### config.mk
export PLATFORM = sky130hd
export DESIGN_NAME = gpio_pad_config
export DESIGN_NICKNAME = d
export VERILOG_FILES = /design/src/rtl/gpio_pad_config.sv
export SDC_FILE = /design/constraint.sdc
export NUM_CORES = 1
export LEC_CHECK = 0
export CORE_MARGIN = 1.5
export CORE_UTILIZATION = 54
export DETAILED_ROUTE_END_ITERATION = 10
export DONT_BUFFER_PORTS = 1
export PLACE_DENSITY = 0.67
export SYNTH_ARGS = -nofsm -noshare
export SYNTH_HDL_FRONTEND = slang
export SYNTH_SLANG_ARGS = --single-unit
export TNS_END_PERCENT = 1
### constraint.sdc
create_clock -name clk -period 2.6 [get_ports clk]
set_clock_uncertainty 0.15 [all_clocks]
set_input_delay 0.52 -clock clk [delete_from_list [all_inputs] [get_ports clk]]
set_output_delay 0.52 -clock clk [all_outputs]
set_load 0.05 [all_outputs]
### src/rtl/gpio_pad_config.sv
// Core-side GPIO pad control: serial-loaded per-pad configuration with atomic commit,
// registered pad output data and two-flop synchronised pad input data.
module gpio_pad_config #(
  parameter int         NUM_PADS  = 46,
  parameter int         CFG_BITS  = 8,
  parameter logic [7:0] RESET_CFG = 8'h0A
) (
  input  logic                clk,
  input  logic                rst,
  input  logic                cfg_valid,
  input  logic                cfg_data,
  output logic                cfg_ready,
  input  logic                cfg_commit,
  output logic                cfg_done,
  output logic                cfg_err,
  input  logic [NUM_PADS-1:0] core_out,
  output logic [NUM_PADS-1:0] core_in,
  output logic [NUM_PADS-1:0] bidir_OE,
  output logic [NUM_PADS-1:0] bidir_IE,
  output logic [NUM_PADS-1:0] bidir_PU,
  output logic [NUM_PADS-1:0] bidir_PD,
  output logic [NUM_PADS-1:0] bidir_CS,
  output logic [NUM_PADS-1:0] bidir_SL,
  output logic [NUM_PADS-1:0] bidir_PDRV0,
  output logic [NUM_PADS-1:0] bidir_PDRV1,
  output logic [NUM_PADS-1:0] bidir_A,
  input  logic [NUM_PADS-1:0] bidir_Y
);

  localparam int TOTAL = NUM_PADS * CFG_BITS;
  localparam int CW    = $clog2(TOTAL + 1);

  localparam int F_OE    = 0;
  localparam int F_IE    = 1;
  localparam int F_PU    = 2;
  localparam int F_PD    = 3;
  localparam int F_CS    = 4;
  localparam int F_SL    = 5;
  localparam int F_PDRV0 = 6;
  localparam int F_PDRV1 = 7;

  typedef enum logic [1:0] {
    S_IDLE  = 2'd0,
    S_SHIFT = 2'd1,
    S_FULL  = 2'd2
  } state_t;

  state_t             r_state;
  state_t             w_next_state;
  logic [CW-1:0]      r_cnt;
  logic [TOTAL-1:0]   r_shreg;
  logic [TOTAL-1:0]   r_active;
  logic               r_done;
  logic               r_err;
  logic [NUM_PADS-1:0] r_a;
  logic [NUM_PADS-1:0] r_sync1;
  logic [NUM_PADS-1:0] r_sync2;

  logic w_full;
  logic w_accept;
  logic w_last;
  logic w_commit_ok;
  logic w_commit_err;

  // Qualify chain events; a commit always wins over a same-cycle bit.
  always_comb begin
    w_full       = (r_state == S_FULL);
    w_accept     = cfg_valid & ~w_full & ~cfg_commit;
    w_last       = (r_cnt == CW'(TOTAL - 1));
    w_commit_ok  = cfg_commit & w_full;
    w_commit_err = cfg_commit & ~w_full;
  end

  // FSM state register.
  always_ff @(posedge clk) begin
    if (rst) begin
      r_state <= S_IDLE;
    end else begin
      r_state <= w_next_state;
    end
  end

  // FSM next-state logic.
  always_comb begin
    w_next_state = r_state;
    case (r_state)
      S_IDLE: begin
        if (cfg_commit) begin
          w_next_state = S_IDLE;
        end else if (cfg_valid) begin
          w_next_state = w_last ? S_FULL : S_SHIFT;
        end else begin
          w_next_state = S_IDLE;
        end
      end
      S_SHIFT: begin
        if (cfg_commit) begin
          w_next_state = S_IDLE;
        end else if (cfg_valid && w_last) begin
          w_next_state = S_FULL;
        end else begin
          w_next_state = S_SHIFT;
        end
      end
      S_FULL: begin
        if (cfg_commit) begin
          w_next_state = S_IDLE;
        end else begin
          w_next_state = S_FULL;
        end
      end
      default: w_next_state = S_IDLE;
    endcase
  end

  // FSM outputs.
  always_comb begin
    cfg_ready = (r_state != S_FULL);
  end

  // Shift chain and accepted-bit counter; a failed commit also flushes the chain.
  always_ff @(posedge clk) begin
    if (rst) begin
      r_cnt   <= '0;
      r_shreg <= '0;
    end else if (cfg_commit) begin
      r_cnt <= '0;
      if (!w_full) begin
        r_shreg <= '0;
      end else begin
        r_shreg <= r_shreg;
      end
    end else if (w_accept) begin
      r_shreg <= {cfg_data, r_shreg[TOTAL-1:1]};
      r_cnt   <= r_cnt + CW'(1);
    end else begin
      r_cnt   <= r_cnt;
      r_shreg <= r_shreg;
    end
  end

  // Active configuration image, replaced atomically on a successful commit.
  always_ff @(posedge clk) begin
    if (rst) begin
      r_active <= {NUM_PADS{RESET_CFG}};
    end else if (w_commit_ok) begin
      r_active <= r_shreg;
    end else begin
      r_active <= r_active;
    end
  end

  // Commit status pulses.
  always_ff @(posedge clk) begin
    if (rst) begin
      r_done <= 1'b0;
      r_err  <= 1'b0;
    end else begin
      r_done <= w_commit_ok;
      r_err  <= w_commit_err;
    end
  end

  // Pad data path: output register and two-flop input synchroniser.
  always_ff @(posedge clk) begin
    if (rst) begin
      r_a     <= '0;
      r_sync1 <= '0;
      r_sync2 <= '0;
    end else begin
      r_a     <= core_out;
      r_sync1 <= bidir_Y;
      r_sync2 <= r_sync1;
    end
  end

  // Fan the packed per-pad words out to the pad control buses.
  always_comb begin
    for (int p = 0; p < NUM_PADS; p++) begin
      bidir_OE[p]    = r_active[p*CFG_BITS + F_OE];
      bidir_IE[p]    = r_active[p*CFG_BITS + F_IE];
      bidir_PU[p]    = r_active[p*CFG_BITS + F_PU];
      bidir_PD[p]    = r_active[p*CFG_BITS + F_PD];
      bidir_CS[p]    = r_active[p*CFG_BITS + F_CS];
      bidir_SL[p]    = r_active[p*CFG_BITS + F_SL];
      bidir_PDRV0[p] = r_active[p*CFG_BITS + F_PDRV0];
      bidir_PDRV1[p] = r_active[p*CFG_BITS + F_PDRV1];
    end
  end

  // Registered outputs to core and pads; input data is gated by the pad's IE.
  always_comb begin
    cfg_done = r_done;
    cfg_err  = r_err;
    bidir_A  = r_a;
    core_in  = r_sync2 & bidir_IE;
  end

endmodule
* After elaboration in Yosys (flattened, before gate mapping)
Index checks and enable logic that the tools add are counted.
Word-level totals: word-level logic and storage cells 37, register bits 887, input bits 97, output and inout port bits 463
Cells by class: eq/ne operators 5, bitwise gates (word level) 7, multiplexer cells 10, add/sub/neg operators 1, reduce and logical (&&, ||, !) cells 5
Operator list (count):
- 368-bit two-way mux | 3
- 46-bit AND | 1
- 2-bit two-way mux | 6
- 9-bit by 1-bit adder with 9-bit output, second input constant | 1
- 9-bit equality test, second input constant | 1
- 2-bit case mux with 3 select lines | 1
- 1-bit AND | 4
- 2-bit inequality test, second input constant | 2
- 2-bit by 1-bit equality test with 1-bit output, second input constant | 1
- 2-bit equality test, second input constant | 1
- 2-bit logical NOT | 1
- 1-bit NOT | 2
- 2-bit AND reduction | 1
- 2-bit nonzero test | 1
- 2-bit OR reduction | 1
- 1-bit logical AND | 1

* Logic depth before layout (Yosys ltp)
Gate-level depths: netlist of the first run.
depth in word-level cells 6, depth in mapped cells 8, depth with buffers taken out 5

* Worst setup path before layout of the first run
No wires, ideal clock.
path type register to output, from register r_active[1], to output core_in[0], stages on the path, launching flop included 2, path buffers 0, required time 1.930 ns, slack 0.803 ns, data arrival time 1.127 ns, cell sequence dfxtp_1 > and2_1
On the way: word-level cells in the longest chain between the ends 1
Ends and longest elaborated chain:
- start, declared | line 52 | logic [TOTAL-1:0] r_active;
- start signal, assigned | line 145 | r_active <= {NUM_PADS{RESET_CFG}};
- start signal, assigned | line 147 | r_active <= r_shreg;
- start signal, assigned | line 149 | r_active <= r_active;
- 46-bit AND | line 196 | core_in = r_sync2 & bidir_IE;
- end, declared | line 17 | output logic [NUM_PADS-1:0] core_in,
Every way passes these cells.

* Final worst setup path of the first run
from register r_state[1], to register r_active[286]
On the way: word-level cells in the longest chain between the ends 2
Ends and longest elaborated chain:
- start, declared | line 48 | state_t r_state;
- start signal, assigned | line 79 | r_state <= w_next_state;
- 2-bit equality test | line 67 | w_full = (r_state == S_FULL);
- 1-bit AND | line 70 | w_commit_ok = cfg_commit & w_full;
Every way passes these cells. A chain may end at the register's enable or synchronous reset.

==> results of run 1 <==
cell families after synthesis:
kind of cell / Yosys count
XOR/XNOR: 6
adder cells (fa/ha/maj): 1
AO/OA/AOI/OAI: 650
flip-flops: 887
buffers and inverters: 261
multiplexers: 1
AND/OR/NAND/NOR: 1416
layout make-up:
| class | instances | area, sq um | area share, % |
|---|---|---|---|
| repair buffers | 870 | 8768 | 21.52 |
| well taps | 696 | 870.8 | 2.138 |
| multi-input cells | 2075 | 10480 | 25.73 |
| clock inverters | 28 | 324.1 | 0.7954 |
| clock buffers | 128 | 2530 | 6.210 |
| inverters | 1 | 8.758 | 0.02150 |
| flip-flops and latches | 887 | 17760 | 43.59 |
final timing paths:
path | start | end | depth (start not counted)
setup / recovery | r_state[1] | r_active[286] | 7
hold / removal | cfg_valid | r_state[1] | 3
setup reg to reg | r_state[1] | r_active[286] | 7
hold reg to reg | r_sync1[19] | r_sync2[19] | 1
critical path, delay by kind of cell (launching register included):
kind	cells	cell delay (ps)
buffers and inverters	3	1140
and+or+nand+nor	3	680
DFF	1	350
AOI/OAI and AO/OA	1	100
where the power goes:
group / leakage, nW / internal, W / switching, W
combinational: 8.08 / 0.000358 / 0.000462
sequential: 7.18 / 0.0137 / 0.000180
clock: 1.41 / 0.00734 / 0.00527
total: 16.7 / 0.0214 / 0.00591
cells in the final DEF, fill, tap and decap left out, types with 4 or more instances in the layout:
master         netlist  routed
buf_6                3       4
clkbuf_16            0      89
bufinv_16            0       6
xor2_1               4       4
a22oi_1            368     368
clkbuf_1           125      20
buf_4               24      85
nor2_1             379     379
dfxtp_1            887     887
dlygate4sd3_1        0     758
nor2b_1            138     138
buf_12               0      17
clkbuf_8             0      22
nand3b_1            92      92
a21oi_1            279     279
clkinv_2             0      14
inv_6                0       5
nand2_1            737     737
and2_1              47      46
nand3_1              5       5
routing by layer:
layer / vias up / GRT usage (%) / share of wire (%)
li1: 12111 / - / -
met1: 12625 / 35.52 / 38
met2: 990 / 51.48 / 48
met3: 250 / 8.475 / 8.4
met4: 0 / 16.32 / 5.3
met5: - / 0 / 0
state kept, by name, indices dropped and copies added (netlist names):
name      cells
r_sync2      46
cfg_err       1
cfg_done      1
r_cnt         9
r_state       2
r_sync1      46
r_shreg     368
bidir_A      46
r_active    368
repair_timing:
action / 4_1_cts / 5_1_grt
hold endpoints to repair: 802 / 0
gates resized for setup: 0 / 6
buffers inserted: 0 / 10
setup endpoints to repair: 0 / 396
hold buffers: 760 / 0
metrics by stage:
step                      hold slack, ps  TNS [ps]  cells
after floorplan                    263.8         0   3222
after global placement             266.2         0   3755
after detailed placement           270.4         0   3755
after CTS                          7.458         0   4671
after global routing               37.13     -1552   4685
final                              35.36    -23.77   4685
==> flow_metrics.tcl, run 1 <==
set metrics [dict create \
    outcome "finished, violations left" \
    violations "max-slew violations, negative setup slack" \
    yosys_warnings 0 \
    grt_pass1_vias 25597 \
    yosys-top-cells-count "dfxtp_1 (887), nand2_1 (737), nor2_1 (379)" \
    crit_fanout 45 \
    dr.pass1.iters 8 \
    hold_path_class "in2reg" \
    numCtsBuffers 85 \
    core_sq_um 53810 \
    synth_area_leaders "dfxtp_1 (60%), nand2_1 (9.4%), a22oi_1 (9.4%)" \
    place_area_sq_um 30060 \
    grt_overflow 0 \
    clock_latency_ps 620 \
    muxShareOfSynthArea_pct 0.03400 \
    synth_cells 3222 \
    yosys.area_share.simple_pct 21.04 \
    yosysTopAreaCellShare_pct 60.32 \
    start_util_pct 54.71 \
    stdcell_area_sq_um 40740 \
    drc 0 \
    io_pins 560 \
    drt_iter0_drc 2514 \
    gp_congestion 0.8368 \
    fp.dieW_um 236.5 \
    period_share_pct 100.6 \
    synth_ff_type "dfxtp_1" \
    yosysMostFrequentCell "dfxtp_1" \
    fin_nets 4018 \
    max-slew-margin-rel_pct -21.21 \
    ys_seq_area_share_pct 60.32 \
    vdd_drop_max_mv 0.6573 \
    route.antenna.remaining_nets 0 \
    slew_viol_final 219 \
    crit_arrival_ps 2970 \
    grt_usage_pct 30.62 \
    cts_tree "yes" \
    synth.distinct_cells 34 \
    numPortBuffers 0 \
    fp.dieArea_sq_um 55930 \
    synth-xor-area-share_pct 0.1785 \
    cellPowerDensity_nw_per_um2 670.2 \
    place_ws_ps 522.5 \
    rsz0062_at_grt "yes" \
    utilization_pct 75.71 \
    crit_required_ps 2950 \
    end_kind "flip-flop" \
    grt_start_max_net_pins 695 \
    tightest_slew_ps 1818 \
    synthAdderAreaFrac_pct 0.04250 \
    antenna-diode-count 0 \
    htreeDepth 3 \
    clock-sinks 887 \
    hold_viol_final 0 \
    drive_gt1_share_pct 6.418 \
    drv_cap 0 \
    period_needed_ps 2615 \
    syn_area_sq_um 29440 \
    critPathLaunchType "flip-flop" \
    wl_per_cell_um 19.44 \
    setup_viol 2 \
    power_leakage_nw 16.67 \
    finalWorstSetupSlack_ps -15.44 \
    clock.fmax_ghz 0.3823 \
    area_delta_synth_final_pct 38.39 \
    vias 25976 \
    ys_ff_latch 887 \
    ctsRootBufferMaster "clkbuf_16" \
    finalPower_w 0.02730 \
    critical_path.max_stage_delay_ps 650 \
    yosysTopAreaCell "dfxtp_1" \
    timing_worst_setup_path_type "reg2reg" \
    clockBufferDepth 3 \
    antenna_found_initial 0 \
    cts.clk_slew.worst_paths_ps 60 \
    ys_async_sr_fraction_pct 0 \
    via_per_inst 5.545 \
    grt_pass1_wl_um 138800 \
    synth_top_family_by_area "simple AND/OR/NAND/NOR gates" \
    routed_wl_um 91080 \
    worstPathCellList "nor2b_4 -> buf_4 -> nand2_8 -> buf_16 -> nand2_1 -> a21oi_1 -> dlygate4sd3_1" \
    synth_compound_gate_area_share_pct 14.22 \
    hpwl_um 44710 \
    die_h_um 236.5 \
    syn_nets 3320 \
    num-fill-cells 3374 \
    row_count 85 \
    syn_avg_cell_area_sq_um 9.137 \
    cp_slowest_cell "dlygate4sd3_1" \
    synth_edf_count 0 \
    r2r_slack_ps -20 \
]
Power figures use the tool's default switching activity.
==> run 2, diff against run 1 <==
Settings changed: GPL_ROUTABILITY_DRIVEN from default to 0.
==> results of run 2 <==
Same layout as run 1: the final DEF is identical, and so are final timing and power.
==> run 3, diff against run 2 <==
Settings changed: CORE_UTILIZATION 54 to 59, PLACE_DENSITY 0.67 to 0.73.
==> flow_metrics.tcl, run 3 (synthesized netlist as in run 1, its figures left out) <==
set metrics [dict create \
    outcome "completed" \
    place_area_sq_um 30010 \
    drt_iter0_drc 2662 \
    setup_viol 0 \
    vdd_drop_max_mv 0.6001 \
    crit_required_ps 2940 \
    crit_path_frequent_cell "buf_12" \
    htreeDepth 3 \
    fin_nets 3734 \
    hold_path_class "in2reg" \
    crit_family "buffers and inverters" \
    drv_cap 0 \
    holdWs_ps 70.10 \
    hold_viol_final 0 \
    max-slew-margin-rel_pct 48.99 \
    end_kind "flip-flop" \
    r2r_slack_ps 30 \
    hpwl_um 44920 \
    clock-sinks 887 \
    row_count 81 \
    cts.clk_slew.worst_paths_ps 60 \
    area_delta_synth_final_pct 28.70 \
    grt_usage_pct 33.75 \
    fp.dieArea_sq_um 51250 \
    vias 25498 \
    period_needed_ps 2572 \
    route.antenna.remaining_nets 0 \
    rsz0062_at_grt "yes" \
    utilization_pct 77.24 \
    tightest_slew_ps 765.1 \
    drive_gt1_share_pct 6.436 \
    largestRegisters "r_active: 368 flops, r_shreg: 368 flops" \
    clock.fmax_ghz 0.3888 \
    dr.pass1.iters 9 \
    antenna_found_initial 2 \
    core_sq_um 49050 \
    final.setup.tns_ps 0 \
    cellPowerDensity_nw_per_um2 719.7 \
    cp_slowest_cell "dlygate4sd3_1" \
    clockBufferDepth 3 \
    min_from "cfg_commit" \
    stdcell_area_sq_um 37890 \
    mostFrequentLayoutCells "dfxtp_1 (887), nand2_1 (736), dlygate4sd3_1 (484)" \
    r2r_start "r_state[1]" \
    power_leakage_nw 14.78 \
    clock_latency_ps 650 \
    grt_start_max_net_pins 413 \
    cts_tree "yes" \
    grt_overflow 0 \
    timing_worst_setup_path_type "reg2reg" \
    startpoint "r_state[1]" \
    fp.dieW_um 226.4 \
    io_pins 560 \
    numCtsBuffers 84 \
    drc 0 \
    worstPathCellList "nor2b_4 -> buf_4 -> inv_4 -> o21ai_4 -> buf_12 -> buf_12 -> a22oi_1 -> nor2_1 -> dlygate4sd3_1" \
    numPortBuffers 0 \
    critPathLaunchType "flip-flop" \
    via_per_inst 5.841 \
    die_h_um 226.4 \
    grt_pass1_vias 25320 \
    slew_viol_final 0 \
    grt_pass1_wl_um 137500 \
    crit_fanout 55 \
    path_buf_inv 5 \
    critical_path.max_stage_delay_ps 590 \
    routed_wl_um 90960 \
    crit_arrival_ps 2910 \
    period_share_pct 98.93 \
    ctsRootBufferMaster "clkbuf_16" \
    start_util_pct 60.02 \
    num-fill-cells 2912 \
    wl_per_cell_um 20.84 \
    layout_commonest_cell "dfxtp_1" \
]
## run 3: cell types whose count changed in the layout (fill, tap and decap cells not counted), sizes merged
| cell | before | now |
|---|---|---|
| diode | 0 | 3 |
| clkinv | 15 | 12 |
| clkinvlp | 3 | 1 |
| buf | 109 | 102 |
| dlygate4sd3 | 758 | 484 |
| bufinv | 6 | 7 |
| inv | 5 | 2 |
| clkbuf | 131 | 128 |
## run 3: stage by stage
stage / total power [W] / std cells / setup WS (ps)
after global routing: 0.02793 / 4363 / -36.55
final: 0.02727 / 4365 / 27.88
after CTS: 0.02714 / 4355 / 16.74
after detailed placement: 0.01466 / 3718 / 535.0
after floorplan: 0.01472 / 3222 / 802.8
after global placement: 0.01464 / 3718 / 614.9
## run 3: report_power, final
group / switching [W] / internal (W)
combinational: 0.000525 / 0.000337
clock: 0.00519 / 0.00734
sequential: 0.000183 / 0.0137
total: 0.00590 / 0.0214
## run 3: final timing paths
path | endpoint | depth (start not counted)
setup reg to reg | r_shreg[163] | 9
hold / removal | r_cnt[8] | 2
setup / recovery | r_shreg[163] | 9
hold reg to reg | r_sync2[43] | 1
## run 3: what timing repair did
item / CTS / global route
hold buffers: 489 / 0
endpoints found under the setup margin: 0 / 173
buffers inserted: 0 / 5
resized for setup: 0 / 8
endpoints found under the hold margin: 459 / 0
## run 3: per-layer routing
layer	routed length (um)	up-vias	track usage, %
met3	8848	338	10.26
met4	5274	0	20.02
li1	-	11536	-
met2	44020	1288	57.32
met5	0	-	0
met1	32820	12336	37.24
## run 3: layout make-up
| type | instances | area [sq um] | share of cell area [%] |
|---|---|---|---|
| Sequential cell | 887 | 17760 | 46.87 |
| Multi-Input combinational cell | 2075 | 10480 | 27.67 |
| Timing Repair Buffer | 587 | 6008 | 15.86 |
| Clock buffer | 127 | 2507 | 6.618 |
| Tap cell | 664 | 830.8 | 2.193 |
| Clock inverter | 21 | 286.5 | 0.7563 |
| Antenna cell | 3 | 7.507 | 0.01981 |
| Inverter | 1 | 6.256 | 0.01651 |
